--- config.mk ---
export PLATFORM = sky130hd
export DESIGN_NAME = sm83_irq_ctl_flat
export DESIGN_NICKNAME = d
export VERILOG_FILES = /design/src/rtl/sm83_irq_ctl_if.sv /design/src/rtl/sm83_irq_ctl.sv /design/src/flat_wrapper.sv
export SDC_FILE = /design/constraint.sdc
export NUM_CORES = 1
export LEC_CHECK = 0
export CAP_MARGIN = 15
export CORE_ASPECT_RATIO = 0.5
export CORE_MARGIN = 5
export CORE_UTILIZATION = 37
export CTS_BUF_LIST = sky130_fd_sc_hd__clkbuf_2 sky130_fd_sc_hd__clkbuf_4 sky130_fd_sc_hd__clkbuf_8
export CTS_CLUSTER_SIZE = 10
export DETAILED_ROUTE_END_ITERATION = 7
export PLACE_DENSITY = 0.75
export SLEW_MARGIN = 30
export SYNTH_ARGS = -nofsm -noshare
export SYNTH_HDL_FRONTEND = slang
export SYNTH_SLANG_ARGS = --single-unit
--- constraint.sdc ---
create_clock -name clk -period 1.5 [get_ports clk]
set_input_delay 0.3 -clock clk [delete_from_list [all_inputs] [get_ports clk]]
set_output_delay 0.3 -clock clk [all_outputs]
set_load 0.005 [all_outputs]
--- src/rtl/sm83_irq_ctl_if.sv ---
// Core-side bus between the sm83 core and its interrupt controller:
// memory-mapped register access plus the irq/iack vectors.
interface sm83_irq_ctl_if #(
    parameter int WORD_SIZE = 8,
    parameter int ADR_WIDTH = 16
);
    logic [ADR_WIDTH-1:0] adr;
    logic [WORD_SIZE-1:0] din;
    logic [WORD_SIZE-1:0] dout;
    logic                 dout_oe;
    logic                 p_rd;
    logic                 p_wr;
    logic [WORD_SIZE-1:0] irq;
    logic [WORD_SIZE-1:0] iack;
    logic                 int_pending;

    // Core side: drives the bus and acknowledges interrupts.
    modport master (
        output adr, din, p_rd, p_wr, iack,
        input  dout, dout_oe, irq, int_pending
    );

    // Controller side: serves register accesses and raises interrupts.
    modport slave (
        input  adr, din, p_rd, p_wr, iack,
        output dout, dout_oe, irq, int_pending
    );
endinterface

--- src/rtl/sm83_irq_ctl.sv ---
// sm83 interrupt controller: holds IF/IE, edge-detects peripheral
// request lines, clears flags on acknowledge and presents a registered
// pending-and-enabled vector to the core.
module sm83_irq_ctl #(
    parameter int                  NUM_SRC   = 5,
    parameter int                  WORD_SIZE = 8,
    parameter int                  ADR_WIDTH = 16,
    parameter logic [ADR_WIDTH-1:0] IF_ADR   = 16'hff0f,
    parameter logic [ADR_WIDTH-1:0] IE_ADR   = 16'hffff
) (
    input  logic               clk,
    input  logic               n_reset,
    input  logic [NUM_SRC-1:0] src_req,
    sm83_irq_ctl_if.slave      bus
);

    logic [NUM_SRC-1:0]   req_q, req_d;
    logic [NUM_SRC-1:0]   if_q, if_d;
    logic [WORD_SIZE-1:0] ie_q, ie_d;
    logic [WORD_SIZE-1:0] irq_q, irq_d;
    logic [NUM_SRC-1:0]   rise;
    logic                 wr_if;
    logic                 wr_ie;
    logic [WORD_SIZE-1:0] if_read;

    // Next-state: rising request wins over acknowledge, which wins over CPU write.
    always_comb begin
        wr_if = bus.p_wr && (bus.adr == IF_ADR);
        wr_ie = bus.p_wr && (bus.adr == IE_ADR);
        rise  = src_req & ~req_q;
        req_d = src_req;
        if_d  = ((wr_if ? bus.din[NUM_SRC-1:0] : if_q) & ~bus.iack[NUM_SRC-1:0]) | rise;
        ie_d  = wr_ie ? bus.din : ie_q;
        irq_d = '0;
        irq_d[NUM_SRC-1:0] = if_d & ie_d[NUM_SRC-1:0];
    end

    // State registers; req_q resets high so a line held across reset does not fire.
    always_ff @(posedge clk or negedge n_reset) begin
        if (!n_reset) begin
            req_q <= '1;
            if_q  <= '0;
            ie_q  <= '0;
            irq_q <= '0;
        end else begin
            req_q <= req_d;
            if_q  <= if_d;
            ie_q  <= ie_d;
            irq_q <= irq_d;
        end
    end

    // Register readback; unimplemented IF bits read as one.
    always_comb begin
        if_read = '1;
        if_read[NUM_SRC-1:0] = if_q;
        bus.dout    = 'x;
        bus.dout_oe = 1'b0;
        if (bus.p_rd && (bus.adr == IF_ADR)) begin
            bus.dout    = if_read;
            bus.dout_oe = 1'b1;
        end else if (bus.p_rd && (bus.adr == IE_ADR)) begin
            bus.dout    = ie_q;
            bus.dout_oe = 1'b1;
        end
    end

    assign bus.irq         = irq_q;
    assign bus.int_pending = |irq_q;

    // The two registers must decode to distinct addresses.
    adr_distinct_a: assert property (@(posedge clk) IF_ADR != IE_ADR);

    // The core acknowledges at most one interrupt per cycle.
    iack_onehot0_a: assert property (@(posedge clk) disable iff (!n_reset) $onehot0(bus.iack));

endmodule

--- src/flat_wrapper.sv ---
// flat-port wrapper written by rule: the top's interface ports become plain ports
module sm83_irq_ctl_flat 
#(
    parameter int                  NUM_SRC   = 5,
    parameter int                  WORD_SIZE = 8,
    parameter int                  ADR_WIDTH = 16,
    parameter logic [ADR_WIDTH-1:0] IF_ADR   = 16'hff0f,
    parameter logic [ADR_WIDTH-1:0] IE_ADR   = 16'hffff
)
  (clk, n_reset, src_req, bus_adr, bus_din, bus_p_rd, bus_p_wr, bus_iack, bus_dout, bus_dout_oe, bus_irq, bus_int_pending);
  sm83_irq_ctl_if #(.WORD_SIZE(WORD_SIZE), .ADR_WIDTH(ADR_WIDTH)) bus_i ();
  input  logic clk;
  input  logic n_reset;
  input  logic [NUM_SRC-1:0] src_req;
  input wire logic [$bits(bus_i.adr)-1:0] bus_adr;
  input wire logic [$bits(bus_i.din)-1:0] bus_din;
  input wire logic [$bits(bus_i.p_rd)-1:0] bus_p_rd;
  input wire logic [$bits(bus_i.p_wr)-1:0] bus_p_wr;
  input wire logic [$bits(bus_i.iack)-1:0] bus_iack;
  output wire logic [$bits(bus_i.dout)-1:0] bus_dout;
  output wire logic [$bits(bus_i.dout_oe)-1:0] bus_dout_oe;
  output wire logic [$bits(bus_i.irq)-1:0] bus_irq;
  output wire logic [$bits(bus_i.int_pending)-1:0] bus_int_pending;
  assign bus_i.adr = bus_adr;
  assign bus_i.din = bus_din;
  assign bus_i.p_rd = bus_p_rd;
  assign bus_i.p_wr = bus_p_wr;
  assign bus_i.iack = bus_iack;
  assign bus_dout = bus_i.dout;
  assign bus_dout_oe = bus_i.dout_oe;
  assign bus_irq = bus_i.irq;
  assign bus_int_pending = bus_i.int_pending;
  sm83_irq_ctl #(.NUM_SRC(NUM_SRC), .WORD_SIZE(WORD_SIZE), .ADR_WIDTH(ADR_WIDTH), .IF_ADR(IF_ADR), .IE_ADR(IE_ADR)) u_core (.clk(clk), .n_reset(n_reset), .src_req(src_req), .bus(bus_i));
endmodule
# After elaboration in Yosys (flattened, before gate mapping)
# Index checks and enable logic that the tools add are counted.
[word_totals]
register_bits = 23
inputBits = 41
[classes]
n_mux = 6
n_eq_ne = 2
n_bitwise = 6
n_reduce_logical = 5
[ops]
columns = ["cell", "n"]
rows = [
  ["16-bit == test (second input constant)", 2],
  ["8-bit two-way mux", 2],
  ["5-bit bitwise AND", 3],
  ["5-bit two-way mux", 2],
  ["5-bit NOT", 2],
  ["5-bit bitwise OR", 1],
  ["5-bit OR reduction", 1],
  ["1-bit logical AND", 4],
  ["1-bit two-way mux", 2],
]

# Logic depth before layout (Yosys ltp)
# Gate-level depths: netlist of the first run.
[logic_depth]
word_depth = 6
mapped_depth = 5
depth_no_buf = 4

# Least setup slack after synthesis of the first run
# Ideal clock, no wire load.
[synth_timing]
path_kind = "input to output"
startpoint = "in bus_adr[5]"
endpoint = "out bus_dout[0]"
n_path_buf = 0
path_stages = 3
required_ns = 1.200
slack_ns = 0.004
t_arrival_ns = 1.196
path_cell_list = "nor4_4 nand4_4 mux2_2"
[synth_between]
elab_chain_len = 3
[synth_lines]
columns = ["element", "line_no", "text"]
rows = [
  ["start, declared", "flat_wrapper.sv:15", "input wire logic [$bits(bus_i.adr)-1:0] bus_adr;"],
  ["16-bit == test", "sm83_irq_ctl.sv:59", "if (bus.p_rd && (bus.adr == IF_ADR)) begin"],
  ["1-bit logical AND", "sm83_irq_ctl.sv:59", ""],
  ["8-bit two-way mux", "sm83_irq_ctl.sv:59", ""],
  ["end, declared", "flat_wrapper.sv:20", "output wire logic [$bits(bus_i.dout)-1:0] bus_dout;"],
]
# Every way passes these cells.

# Worst setup path in the final report of the first run
[layout_timing]
startpoint = "in bus_adr[6]"
endpoint = "out bus_dout[1]"
# The elaborated chain is that of the path after synthesis.

==> impl_metrics.toml, run 1 <==
[finish]
layout_commonest_cell = "clkdlybuf4s50_1"
fin_nets = 223
final_util = 0.697
diodes = 0
final_cell_mix = "23 x clkdlybuf4s50_1, 18 x dfrtp_1, 16 x buf_6, 16 x buf_4"
drive_above_1_share = 0.503
finish.instance_area_um2 = 2100
fin_cells = 221
fillers = 204
syn2layout_area_growth_pct = 79.8

[route]
drt_pass1_iterations = 4
drc = 0
drtIter0Drc = 56
via_per_inst = 5.38
antenna_left = 0
drt_wl_total_mm = 3.87
wl_per_cell_um = 17.5
via_count = 1190

[critical_path]
start_kind = "input pin"
worst-path-stages = 6
rr_startpoint = "u_core.req_q[4]"
cp.buffers_inverters = 3
crit_family = "simple AND/OR/NAND/NOR gates"
cp_max_fo = 7
critPathRequiredTime_ns = 1.20
r2r_setup_slack_ns = 0.35
reg2reg_depth = 3
crit_path_end_kind = "output pin"
cp_slowest_cell = "nor4_4"
r2r_end = "u_core.bus.irq[4]"
cp.arrival_ns = 1.61
path_cells = "buf_8, nor4_4, nand4_4, buf_12, mux2_4, buf_6"
cp-startpoint = "bus_adr[6]"
slowest_delay_ns = 0.35
path_class = "in2out"
critPathCapture = "bus_dout[1]"

[clock_network]
root_buffer = "clkbuf_8"
tritoncts = "done"
numCtsBuffers = 3
cts.sinks = 23
cts_hold_buffers = 0
clkSlewWorstSetupHoldPaths_ns = 0.08
cts_buffer_depth = 2
cts_htree_levels = 1
clk_latency_ns = 0.27

[power_and_ir_drop]
ir_drop_v = 0.000433
sw_frac_of_total = 0.236
p_per_area_nw_per_um2 = 601
power_frac_seq = 0.521
finalPower_mw = 1.26
power.share.clock = 0.321
p_sw_mw = 0.297
pwr-share-comb = 0.158
intPower_mw = 0.965
leakage_nw = 1.02

[sta]
slew_violations = 0
fin_skew_ns = 0.00739
fin_crit_sh = 1.27
finalHoldViolations = 0
worst_pin_slew_ns = 0.550
rsz0062_at_grt = "yes"
hold_slack_ns = 0.378
final.setup.worst_slack_ns = -0.412
layout_min_cycle_time_ns = 1.91
fmax_ghz = 0.523
relSlewSlack = 0.634
setup-violations-final = 10
tns_ns = -2.43

[synth]
synthCells = 105
yosys_warnings = 0
synth_cell_type_count = 25
async_reset_ff_frac = 1.00
syn-cell-area_um2 = 1170
synth-seq-area-share = 0.498
ys.flop_type = "dfrtp_1"
synth-edff-count = 0
avgSynthCellArea_um2 = 11.1
synth-seq-cells = 23

[job]
cap_violations = 0

[die]
core_area_um2 = 3010
die_x_um = 89.5
start_util = 0.388
ioPinCount = 59
die_area_um2 = 4450
row_count = 14
die_h_um = 49.7

[placed_design]
portBuffers = 52
post_dp_cell_area_um2 = 1790
place_ws_ns = -1.01
dp_hpwl_mm = 2.45
place_congestion = 0.811
dp.cells = 204

[grt]
grt_pass1_wl_mm = 5.38
grtUsageTotal = 0.159
grt_overflow_total = 0
first_global_vias = 1157
antenna_found_initial = 0
grt_max_degree = 24

[status]
violations = "negative setup slack"
status = "finished with violations"

[worst_hold_path]
hp-class = "in2async"
[flip-flops by register name, summed over array words and instances (netlist names)]
name / count
u_core.ie_q: 8
u_core.bus.irq: 5
u_core.if_q: 5
u_core.req_q: 5
[how the worst min path moves through the flow]
stage | cells after the start | slack [ns] | end
final | 2 | 0.38 | u_core.if_q[1]
after global routing | 2 | 0.40 | u_core.if_q[1]
after CTS | 2 | 0.40 | u_core.ie_q[1]
after detailed placement | 1 | 0.50 | u_core.ie_q[7]
after global placement | 1 | 0.48 | u_core.ie_q[5]
after floorplan | 0 | 0.004 | u_core.bus.irq[0]
[routing by layer]
layer  global-route usage  vias to the layer above  wire, µm
met5                    0                        -         0
met4               0.0545                        0        57
met3               0.0449                        8       288
met2                0.247                       49      1940
met1                0.212                      593      1580
li1                     -                      540         -
[kinds of logic (layout without fill, tap and decap cells)]
| family | count (synthesis) | in the layout | synth area share |
|---|---|---|---|
| buffers and inverters | 10 | 84 | 0.0439 |
| muxes | 8 | 8 | 0.0771 |
| and+or+nand+nor | 42 | 42 | 0.229 |
| DFF | 23 | 23 | 0.498 |
| other | 1 | 3 | 0.00321 |
| AOI/OAI and AO/OA | 21 | 21 | 0.149 |
[layout make-up]
type,count,area (µm²),share of cell area
Multi-Input combinational cell,74,723,0.344
Tap cell,40,50.0,0.0238
Inverter,5,18.8,0.00893
Timing Repair Buffer,75,678,0.323
Clock buffer,4,48.8,0.0232
Sequential cell,23,582,0.277
[cell usage after synthesis, types with 4 or more instances]
cell type	number	share of area
o21ai_0	5	0.021
nand2_1	11	0.035
inv_1	5	0.016
dfstp_2	5	0.11
nor2b_1	5	0.027
mux2_2	8	0.077
a41oi_1	5	0.037
dfrtp_1	18	0.39
a22oi_1	5	0.032
nand3_1	6	0.026
o211ai_2	5	0.054
nand4_1	4	0.021
and4_1	4	0.030
[power groups by stage]
| stage | sequential, mW | clock (mW) | combinational (mW) |
|---|---|---|---|
| 2_1_floorplan | 0.663 | 0 | 0.0485 |
| 3_3_place_gp | 0.666 | 0 | 0.175 |
| 3_5_place_dp | 0.666 | 0 | 0.178 |
| 4_1_cts | 0.655 | 0.404 | 0.183 |
| 5_1_grt | 0.660 | 0.451 | 0.214 |
| 6_report | 0.657 | 0.406 | 0.199 |
[what timing repair did]
action / CTS / global route
cloned: 0 / 1
gates resized for setup: 120 / 30
endpoints found under the setup margin: 29 / 24
setup buffers: 14 / 4
pin swaps: 14 / 14
No activity file was read; power rests on OpenSTA's default activity.
==> run 2, diff against run 1 <==
- MAX_ROUTING_LAYER: default -> met4
==> run 2 against run 1 <==
Effect of this change:
- the flow still finishes with violations (negative setup slack)
- non-clock buffer count did not move
- count of clock-buffer cells in the layout stayed put
- global-route usage up 0.44 points
- worst hold slack is essentially flat
- worst setup slack improved by 0.0012 ns
- sequential share of layout area unchanged
- total power up 0.24%
- wire length up 0.23%
- core utilization is the same
- combinational power about the same
- sequential power is essentially flat
- largest cell class unchanged
==> impl_metrics.toml, run 2 (same netlist as run 1, synthesis figures left out) <==
[sta]
relSlewSlack = 0.640
final.setup.worst_slack_ns = -0.410
finalHoldViolations = 0
rsz0062_at_grt = "yes"
layout_min_cycle_time_ns = 1.91
fmax_ghz = 0.523
hold_slack_ns = 0.378
setup-violations-final = 10
tns_ns = -2.42
worst_pin_slew_ns = 0.540
fin_crit_sh = 1.27
fin_skew_ns = 0.00540
slew_violations = 0

[grt]
grt_overflow_total = 0
first_global_vias = 1163
grt_max_degree = 24
antenna_found_initial = 0
grt_pass1_wl_mm = 5.38
grtUsageTotal = 0.163

[route]
via_count = 1181
drt_wl_total_mm = 3.88
antenna_left = 0
top_layer_used = "met4"
wl_per_cell_um = 17.5
wl_met3_um = 253
met2_length_mm = 1.92
via_per_inst = 5.34
wl_met1_mm = 1.63
drt_pass1_iterations = 4
drtIter0Drc = 50
drc = 0

[finish]
syn2layout_area_growth_pct = 79.8
layout_commonest_cell = "clkdlybuf4s50_1"
largest_reg_flops = 8
largest_register = "u_core.ie_q"
fin_cells = 221
diodes = 0
final_cell_mix = "23 x clkdlybuf4s50_1, 18 x dfrtp_1, 16 x buf_6, 16 x buf_4"
final_util = 0.697
drive_above_1_share = 0.503
fin_nets = 223

[critical_path]
r2r_end = "u_core.bus.irq[4]"
rr_startpoint = "u_core.req_q[4]"
crit_path_end_kind = "output pin"
path_class = "in2out"
reg2reg_depth = 3
cp_max_fo = 7
start_kind = "input pin"
r2r_setup_slack_ns = 0.36
cp.arrival_ns = 1.61
critPathRequiredTime_ns = 1.20

[die]
die_h_um = 49.7
core_area_um2 = 3010
die_x_um = 89.5
row_count = 14
ioPinCount = 59
start_util = 0.388
die_area_um2 = 4450

[status]
status = "finished with violations"
violations = "negative setup slack"

[clock_network]
cts_htree_levels = 1
cts_hold_buffers = 0
cts_buffer_depth = 2
tritoncts = "done"
cts.sinks = 23
numCtsBuffers = 3
root_buffer = "clkbuf_8"
clkSlewWorstSetupHoldPaths_ns = 0.08
clk_latency_ns = 0.27

[power_and_ir_drop]
leakage_nw = 1.02
finalPower_mw = 1.27
ir_drop_v = 0.000432
p_per_area_nw_per_um2 = 602

[placed_design]
dp_hpwl_mm = 2.45
portBuffers = 52
dp.cells = 204
place_congestion = 0.823

[worst_hold_path]
hp-class = "in2async"

[job]
cap_violations = 0
[run 2: worst max path at each step]
stage / cells after the start / from / to / slack, ns
floorplan: 3 / bus_adr[5] / bus_dout[0] / 0.004
global placement: 5 / bus_adr[5] / bus_dout[4] / -0.94
detailed placement: 6 / bus_adr[0] / bus_dout[4] / -1.01
CTS: 6 / bus_adr[6] / bus_dout[2] / -0.40
global route: 6 / bus_adr[6] / bus_dout[1] / -0.45
finish: 6 / bus_adr[6] / bus_dout[1] / -0.41
[run 2: layout make-up]
cell class	count	area, µm²
clock buffer	4	48.8
inverter	5	18.8
timing repair buffer	75	678
fill	204	912
tap	40	50.0
multi-input combinational	74	723
sequential	23	582
[run 2: repair_timing]
action | 4_1_cts | 5_1_grt
endpoints found under the hold margin | 0 | 0
pin swaps | 14 | 14
setup endpoints to repair | 29 | 24
buffers inserted | 14 | 4
resized for setup | 120 | 30
cloned | 0 | 1
[run 2: through the flow]
stage / area [µm²] / setup WS [ns]
4_1_cts: 1980 / -0.402
3_3_place_gp: 1790 / -0.942
2_1_floorplan: 1180 / 0.00406
6_report: 2100 / -0.410
5_1_grt: 2100 / -0.448
3_5_place_dp: 1790 / -1.01
[run 2: where the power goes]
part           total (mW)  switching (mW)  internal, mW
Sequential          0.657          0.0136         0.644
Combinational       0.199          0.0864         0.113
Clock               0.409           0.200         0.208
Total                1.27           0.300         0.965
[run 2: worst max-delay path: stages]
cell,delay [ns]
buf_8,0.10
nor4_4,0.35
nand4_4,0.25
buf_12,0.20
mux2_4,0.29
buf_6,0.12
[run 2: metal layers]
metal  up-vias  global-route usage
met5         -                   -
met2        42               0.247
met3         8              0.0433
met4         0              0.0545
li1        542                   -
met1       589               0.213
==> run 3, diff against run 2 <==
- CORE_MARGIN: 5 -> default
- clock period: 1.5 -> 1.7 ns (I/O delays scaled with it)
==> run 3 against run 2 <==
Effect of this change:
- cell area decreased by 3.8%
- critical path depth unchanged
- die area fell by 24%
- clock power fell by 15%
- highest routed layer unchanged
- the flow still finishes with violations (negative setup slack)
- non-clock buffer count increased by 2
- count of clock-buffer cells in the layout unchanged
- total power fell by 14%
- combinational power fell by 18%
==> impl_metrics.toml, run 3 (same netlist as run 1, synthesis figures left out) <==
[status]
status = "finished with violations"
violations = "negative setup slack"

[clock_network]
numCtsBuffers = 3
clk_latency_ns = 0.26
cts.sinks = 23
cts_buffer_depth = 2
clkSlewWorstSetupHoldPaths_ns = 0.08
tritoncts = "done"
cts_htree_levels = 1
root_buffer = "clkbuf_8"
cts_hold_buffers = 0

[finish]
layout_commonest_cell = "clkdlybuf4s50_1"
largest_reg_flops = 8
ff_latch_area_um2 = 582
final_cell_mix = "25 x clkdlybuf4s50_1, 19 x buf_4, 18 x dfrtp_1"
diodes = 0
largest_register = "u_core.ie_q"
drive_above_1_share = 0.459
fillers = 202
final_util = 0.727
syn2layout_area_growth_pct = 73.0
multi_input_area_um2 = 643
fin_nets = 225

[route]
drt_wl_total_mm = 3.36
drt_pass1_iterations = 4
wl_per_cell_um = 15.3
drc = 0
via_per_inst = 5.33
drtIter0Drc = 35
antenna_left = 0
via_count = 1172

[sta]
slew_violations = 0
fin_skew_ns = 0.00266
setup-violations-final = 7
finalHoldViolations = 0
hold_slack_ns = 0.451
rsz0062_at_grt = "yes"
final.setup.worst_slack_ns = -0.297
fin_crit_sh = 1.17
fmax_ghz = 0.501
layout_min_cycle_time_ns = 2.00

[placed_design]
place_congestion = 0.798
dp_hpwl_mm = 2.23
portBuffers = 52

[critical_path]
path_class = "in2out"
r2r_end = "u_core.bus.irq[4]"
cp_max_fo = 7
start_kind = "input pin"
rr_startpoint = "u_core.req_q[4]"
critPathRequiredTime_ns = 1.36
cp.arrival_ns = 1.66
reg2reg_depth = 3
r2r_setup_slack_ns = 0.59
crit_path_end_kind = "output pin"

[power_and_ir_drop]
sw_frac_of_total = 0.223
finalPower_mw = 1.09
power_frac_seq = 0.530
power.share.clock = 0.320
pwr-share-comb = 0.150
p_sw_mw = 0.243
leakage_nw = 0.996
ir_drop_v = 0.000346
intPower_mw = 0.846
p_per_area_nw_per_um2 = 539

[die]
die_x_um = 81.5
core_area_um2 = 2780
row_count = 13
die_h_um = 41.7
start_util = 0.420
ioPinCount = 59
die_area_um2 = 3400

[grt]
grt_overflow_total = 0
grt_pass1_wl_mm = 5.38
grtUsageTotal = 0.223
grt_max_degree = 24
first_global_vias = 1105
antenna_found_initial = 0

[worst_hold_path]
hp-class = "in2async"

[job]
cap_violations = 0
## run 3: changes by cell type in the layout (fill, tap and decap cells not counted), sizes merged
cell and change:
buf -5, clkbuf +2, clkdlybuf4s50 +2, dlygate4sd2 +2
clkdlybuf4s15 +1
## run 3: stage by stage
| step | setup slack, ns | cell area (µm²) | TNS, ns | std cells |
|---|---|---|---|---|
| 2_1_floorplan | 0.124 | 1180 | 0 | 107 |
| 3_3_place_gp | -0.809 | 1790 | -12.67 | 201 |
| 3_5_place_dp | -0.871 | 1790 | -13.22 | 201 |
| 4_1_cts | -0.296 | 1970 | -1.63 | 216 |
| 5_1_grt | -0.364 | 2020 | -2.52 | 220 |
| 6_report | -0.297 | 2020 | -1.95 | 220 |
## run 3: layout make-up
cell class / instances / area share
Inverter: 5 / 0.00928
Timing Repair Buffer: 77 / 0.338
Tap cell: 37 / 0.0229
Sequential cell: 23 / 0.288
Multi-Input combinational cell: 74 / 0.318
Clock buffer: 4 / 0.0241
## run 3: worst max-delay path: stages
cell	delay (ns)
buf_8	0.10
nor4_4	0.35
nand4_4	0.25
buf_6	0.19
mux2_4	0.30
buf_6	0.12
## run 3: worst max-delay path by stage
stage                           from          end  slack [ns]
after global routing      bus_adr[4]  bus_dout[0]       -0.36
final                     bus_adr[4]  bus_dout[0]       -0.30
after floorplan           bus_adr[5]  bus_dout[0]        0.12
after detailed placement  bus_adr[5]  bus_dout[4]       -0.87
after CTS                 bus_adr[6]  bus_dout[4]       -0.30
after global placement    bus_adr[5]  bus_dout[4]       -0.81
## run 3: metal layers
| layer | GRT usage | vias to the layer above | share of wire |
|---|---|---|---|
| met5 | - | - | 0 |
| met4 | 0.0536 | 0 | 0.012 |
| met3 | 0.0440 | 6 | 0.053 |
| met2 | 0.367 | 50 | 0.49 |
| met1 | 0.282 | 573 | 0.44 |
| li1 | - | 543 | - |
## run 3: what timing repair did
action / 4_1_cts / 5_1_grt
pin swaps: 20 / 9
endpoints found under the setup margin: 23 / 19
gates resized for setup: 106 / 11
cloned: 0 / 0
buffers inserted: 14 / 5
## run 3: power groups by stage
stage | Clock, mW | Sequential [mW] | Combinational [mW]
after global routing | 0.377 | 0.579 | 0.178
after global placement | 0 | 0.587 | 0.156
after detailed placement | 0 | 0.587 | 0.159
final | 0.348 | 0.577 | 0.164
after CTS | 0.355 | 0.577 | 0.160
after floorplan | 0 | 0.585 | 0.0428
